File: config.mk
export PLATFORM = sky130hd
export DESIGN_NAME = sar_sequencer
export DESIGN_NICKNAME = d
export VERILOG_FILES = /design/src/rtl/adc_pkg.sv /design/src/rtl/pwm_dac.sv /design/src/rtl/sar_sequencer.sv
export SDC_FILE = /design/constraint.sdc
export NUM_CORES = 1
export LEC_CHECK = 0
export CORE_UTILIZATION = 30
export CTS_BUF_LIST = sky130_fd_sc_hd__clkbuf_16
export DETAILED_ROUTE_END_ITERATION = 6
export DONT_BUFFER_PORTS = 1
export PLACE_DENSITY = 0.49
export SKIP_LAST_GASP = 1
export SYNTH_ARGS = -nofsm -noshare
export SYNTH_HDL_FRONTEND = slang
export SYNTH_HIERARCHICAL = 1
export SYNTH_SLANG_ARGS = --single-unit
File: constraint.sdc
create_clock -name CLOCK_50 -period 3 [get_ports CLOCK_50]
set_input_delay 0.9 -clock CLOCK_50 [delete_from_list [all_inputs] [get_ports CLOCK_50]]
set_output_delay 0.9 -clock CLOCK_50 [all_outputs]
set_load 0.03 [all_outputs]
File: src/rtl/adc_pkg.sv
// Shared definitions for the SAR ADC path: sequencer state encoding and default resolution.
`default_nettype none

package adc_pkg;

  localparam int ADC_WIDTH = 8;

  typedef enum logic [2:0] {
    IDLE   = 3'd0,
    SET    = 3'd1,
    SETTLE = 3'd2,
    DECIDE = 3'd3,
    DONE   = 3'd4
  } state_t;

endpackage

`default_nettype wire

File: src/rtl/pwm_dac.sv
// PWM DAC: free-running counter, duty register and magnitude compare driving the RC filter.
`default_nettype none

module pwm_dac
  import adc_pkg::*;
#(
  parameter int WIDTH = ADC_WIDTH
) (
  input  logic             clk,
  input  logic             rst,
  input  logic             i_clear,
  input  logic             i_load,
  input  logic [WIDTH-1:0] i_duty,
  output logic             o_pwm,
  output logic             o_wrap
);

  logic [WIDTH-1:0] r_cnt;
  logic [WIDTH-1:0] r_duty;

  always_ff @(posedge clk or posedge rst) begin
    if (rst) begin
      r_cnt  <= '0;
      r_duty <= '0;
    end else begin
      if (i_load) begin
        r_duty <= i_duty;
      end
      if (i_clear) begin
        r_cnt <= '0;
      end else begin
        r_cnt <= r_cnt + 1'b1;
      end
    end
  end

  // Strobe on the last count of a period, so the next edge starts a fresh one.
  assign o_wrap = &r_cnt;
  assign o_pwm  = (r_cnt < r_duty);

endmodule

`default_nettype wire

File: src/rtl/sar_sequencer.sv
// Successive-approximation controller: trials one bit per step MSB first, settling the PWM DAC
// for a fixed number of periods before sampling the synchronized comparator.
`default_nettype none

module sar_sequencer
  import adc_pkg::*;
#(
  parameter int WIDTH          = ADC_WIDTH,
  parameter int SETTLE_PERIODS = 2
) (
  input  logic             CLOCK_50,
  input  logic             rst,
  input  logic             start,
  input  logic             cont,
  input  logic             compare,
  output logic             pwm_out,
  output logic [WIDTH-1:0] trial,
  output logic             busy,
  output logic [WIDTH-1:0] result,
  output logic             valid
);

  localparam logic [WIDTH-1:0] MSB_MASK    = {1'b1, {(WIDTH-1){1'b0}}};
  localparam logic [7:0]       SETTLE_LAST = 8'(SETTLE_PERIODS - 1);

  state_t           r_state;
  state_t           w_next;
  logic [1:0]       r_sync;
  logic [WIDTH-1:0] r_work;
  logic [WIDTH-1:0] r_mask;
  logic [WIDTH-1:0] r_result;
  logic [7:0]       r_settle;

  logic             w_cmp_s;
  logic             w_wrap;
  logic             w_clear;
  logic             w_load;
  logic             w_in_conv;
  logic [WIDTH-1:0] w_trial_set;
  logic [WIDTH-1:0] w_work_dec;
  logic [WIDTH-1:0] w_mask_shift;

  assign w_cmp_s      = r_sync[1];
  assign w_trial_set  = r_work | r_mask;
  assign w_work_dec   = w_cmp_s ? w_trial_set : (w_trial_set & ~r_mask);
  assign w_mask_shift = r_mask >> 1;

  pwm_dac #(
    .WIDTH (WIDTH)
  ) u_pwm_dac (
    .clk     (CLOCK_50),
    .rst     (rst),
    .i_clear (w_clear),
    .i_load  (w_load),
    .i_duty  (w_trial_set),
    .o_pwm   (pwm_out),
    .o_wrap  (w_wrap)
  );

  always_ff @(posedge CLOCK_50 or posedge rst) begin
    if (rst) begin
      r_state <= IDLE;
      r_sync  <= '0;
    end else begin
      r_state <= w_next;
      r_sync  <= {r_sync[0], compare};
    end
  end

  always_comb begin
    w_next  = r_state;
    w_clear = 1'b0;
    w_load  = 1'b0;
    case (r_state)
      IDLE:   if (start) w_next = SET;
      SET: begin
        w_next  = SETTLE;
        w_clear = 1'b1;
        w_load  = 1'b1;
      end
      SETTLE: if (w_wrap && (r_settle == SETTLE_LAST)) w_next = DECIDE;
      DECIDE: w_next = (w_mask_shift == '0) ? DONE : SET;
      DONE:   w_next = cont ? SET : IDLE;
      default: w_next = IDLE;
    endcase
  end

  always_ff @(posedge CLOCK_50 or posedge rst) begin
    if (rst) begin
      r_settle <= '0;
    end else if (r_state == SET) begin
      r_settle <= '0;
    end else if ((r_state == SETTLE) && w_wrap) begin
      r_settle <= r_settle + 8'd1;
    end
  end

  // Work/mask are re-armed in IDLE and on the final DECIDE, so DONE can chain straight into SET.
  always_ff @(posedge CLOCK_50 or posedge rst) begin
    if (rst) begin
      r_work   <= '0;
      r_mask   <= '0;
      r_result <= '0;
    end else begin
      case (r_state)
        IDLE: begin
          r_work <= '0;
          r_mask <= MSB_MASK;
        end
        DECIDE: begin
          if (w_mask_shift == '0) begin
            r_result <= w_work_dec;
            r_work   <= '0;
            r_mask   <= MSB_MASK;
          end else begin
            r_work <= w_work_dec;
            r_mask <= w_mask_shift;
          end
        end
        default: ;
      endcase
    end
  end

  assign w_in_conv = (r_state == SET) || (r_state == SETTLE) || (r_state == DECIDE);
  assign trial     = w_in_conv ? w_trial_set : r_result;
  assign busy      = (r_state != IDLE);
  assign valid     = (r_state == DONE);
  assign result    = r_result;

endmodule

`default_nettype wire

==> flow_summary.yaml <==
grt:
  top_usage_layer: "met1"
  grt_overflow_total: 0
  grt_usage: 0.129
  grt_pass1_vias: 1927
  grt_util_met3: 0.0381
  grt_pass1_wl_um: 9830
  antenna_found_initial: 0
  grt_max_degree: 38
  use_met2: 0.179
  met1_usage: 0.191
critical_path:
  slowest_stage: "dfrtp_1"
  critPathRequiredTime_ns: 2.10
  worstPathMaxFanout: 5
  crit_chain: "ha_1 > a21oi_1 > o21ai_0 > a21oi_1 > buf_4"
  arrival_ns: 1.65
  cp-start-kind: "register"
  crit_top_cell: "a21oi_1"
  crit_family: "flip-flops"
  endpoint_kind: "output pin"
  slowest_delay_ns: 0.43
  crit_type: "register to output pin"
  cp_num_buf_inv: 1
die:
  core_um2: 8760
  start_util: 0.312
  die_h_um: 97.4
  dieWidth_um: 97.4
  die_area_um2: 9490
  core.rowCount: 34
  pin_count: 24
final_layout:
  nFillCells: 895
  final_nets: 297
  area_growth_pct: 10.6
  n_antenna_cell: 0
  multi_input_area_um2: 1190
  register_area_um2: 1330
  stdcell_area_um2: 3020
  drive_gt1_frac: 0.127
logic_synthesis:
  synth_area_um2: 2730
  ys_ff_latch: 53
  synth_cells: 278
  ys_seq_area_frac: 0.486
  synth_fp_nets: 293
  synthFlopType: "dfrtp_1"
  ys.warnings.count: 6
  synth-edff-count: 0
  ys_types: 45
  synth_top_cell_by_area: "dfrtp_1"
  syn_avg_cell_area_um2: 9.82
  synth.area.top_cells: "dfrtp_1 (49%), ha_1 (4.6%), inv_1 (4.4%)"
  async_flop_share: 1.00
  synth.top_cell.area_share: 0.486
timing:
  clock.fmax_mhz: 393
  finalHoldViolations: 0
  fin_worst_skew_ns: 0.00466
  worstMarginPinSlew_ns: 0.695
  slew_violations: 0
  whs_ns: 0.348
  setup_viol: 0
  timing.final.ws_setup_ns: 0.454
  fin_tns_setup_ns: 0
  final.period_utilization: 0.849
  finalCriticalPeriod_ns: 2.55
  rsz0062_at_grt: "no"
  max_slew_margin: 0.534
clock_network:
  cts_sinks: 53
  clkTransAtPathRegs_ns: 0.07
  cts_tree: "yes"
  clk_latency_ns: 0.29
  clockBufferDepth: 2
  cts_resized: 0
  cts.hold.buffers_added: 0
  cts-buffers-inserted: 5
  htreeDepth: 2
  postCtsSetupBuffers: 0
  root_buffer: "clkbuf_16"
pwr:
  switchingPower_w: 0.000270
  total_power_w: 0.00129
  powerDensity_nw_per_um2: 428
  clockPowerShare: 0.433
  switching_share: 0.209
  ir_drop_mv: 0.208
  cellInternalPower_w: 0.00102
  power.leakage_nw: 1.38
  combPwrFrac: 0.014
  pwr-share-seq: 0.554
min_path:
  hold_path_class: "register to register"
outcome:
  status: "finished clean"
routing:
  ant_nets: 0
  drt-total-wl_um: 5750
  drtIter0Drc: 108
  num_vias: 2008
  drt-wirelength-per-cell_um: 14.7
  drcViolationCount: 0
  vias_per_cell: 5.14
  dr.pass1.iters: 4
placed_design:
  gp_congestion: 0.779
  dpl.hpwl_um: 4090
  dp_slack_ns: 0.743
  portBuffers: 0
  post_dp_cell_area_um2: 2880
run:
  maxCapViolations: 0
-- worst register-to-register path, delay by kind of cell (launching register included) --
family	cells	cell delay, ns
buffers and inverters	1	0.20
adders and majority gates	1	0.23
and+or+nand+nor	4	1.15
DFF	1	0.42
AOI/OAI and AO/OA	1	0.15
-- synthesized netlist by cell type, types with 2 or more instances --
| cell | instances |
|---|---|
| o211ai_1 | 2 |
| inv_1 | 32 |
| nand4_1 | 3 |
| or4_1 | 3 |
| a221o_1 | 7 |
| a2111oi_0 | 7 |
| o21ai_0 | 23 |
| nand2_1 | 22 |
| or3_1 | 5 |
| dfrtp_1 | 53 |
| nor2_1 | 16 |
| nor3_1 | 3 |
| mux2_1 | 2 |
| o31ai_1 | 3 |
| nand3_1 | 10 |
| buf_2 | 2 |
| a21oi_1 | 21 |
| clkbuf_1 | 11 |
| ha_1 | 10 |
| nor2b_1 | 2 |
| xnor2_1 | 3 |
| buf_6 | 3 |
| a22o_1 | 7 |
| mux2_2 | 7 |
-- path summary, 6_finish.rpt --
path	end	slack, ns	from	cells past startpoint
setup / recovery	pwm_out	0.45	u_pwm_dac/r_cnt[2]	5
setup reg to reg	r_settle[7]	0.78	u_pwm_dac/r_cnt[0]	7
max in group asynchronous	u_pwm_dac/r_duty[1]	2.03	rst	1
hold reg to reg	r_sync[1]	0.35	r_sync[0]	0
hold / removal	r_sync[1]	0.35	r_sync[0]	0
min in group asynchronous	u_pwm_dac/r_cnt[6]	0.57	rst	1
-- per-stage QoR --
step,instances,utilization
after detailed placement,383,0.328
after global placement,383,0.328
final,391,0.345
after floorplan,278,-
after global routing,391,0.345
after CTS,391,0.345
-- power groups by stage --
| stage | Clock (W) | Combinational, W | Sequential [W] |
|---|---|---|---|
| 2_1_floorplan | 0 | 0.0000121 | 0.000730 |
| 3_3_place_gp | 0 | 0.0000192 | 0.000730 |
| 3_5_place_dp | 0 | 0.0000190 | 0.000730 |
| 4_1_cts | 0.000578 | 0.0000191 | 0.000716 |
| 5_1_grt | 0.000611 | 0.0000216 | 0.000716 |
| 6_report | 0.000560 | 0.0000177 | 0.000716 |
-- cell families after synthesis --
family / after synthesis / share of synthesized area
buffers and inverters: 49 / 0.0765
adders and majority gates: 10 / 0.0458
AOI/OAI and AO/OA: 75 / 0.181
muxes: 10 / 0.0408
and+or+nand+nor: 77 / 0.157
DFF: 53 / 0.486
xor gates and xnor gates: 4 / 0.0128
-- per-layer routing --
metal | up-vias | wire length [um]
met4 | 0 | 57
met3 | 5 | 275
met5 | - | 0
met1 | 982 | 3090
li1 | 987 | -
met2 | 34 | 2330
-- flip-flops by register name, summed over array words and instances, names as in the netlist --
signal,flops
r_mask,8
r_settle,8
result,8
r_state,3
u_pwm_dac/r_duty,8
u_pwm_dac/r_cnt,8
r_work,8
r_sync,2
-- placed cells by master (no fill, tap or decap), types with 2 or more instances in the layout --
master     instances
dfrtp_1           53
inv_1             32
o21ai_0           23
nand2_1           22
a21oi_1           21
nor2_1            16
buf_4             13
nand3_1           10
ha_1              10
a22o_1             7
a2111oi_0          7
a221o_1            7
mux2_2             7
or3_1              5
clkbuf_16          5
nand4_1            3
o31ai_1            3
or4_1              3
nor3_1             3
xnor2_1            3
mux2_1             2
o211ai_1           2
clkinv_2           2
nor2b_1            2
-- area by class of cell --
type,count,share of cell area
sequential,53,0.439
multi-input combinational,176,0.396
tap,108,0.0447
clock buffer,5,0.0414
inverter,33,0.0410
timing repair buffer,13,0.0323
clock inverter,3,0.00580
No activity file was read; power rests on OpenSTA's default activity.
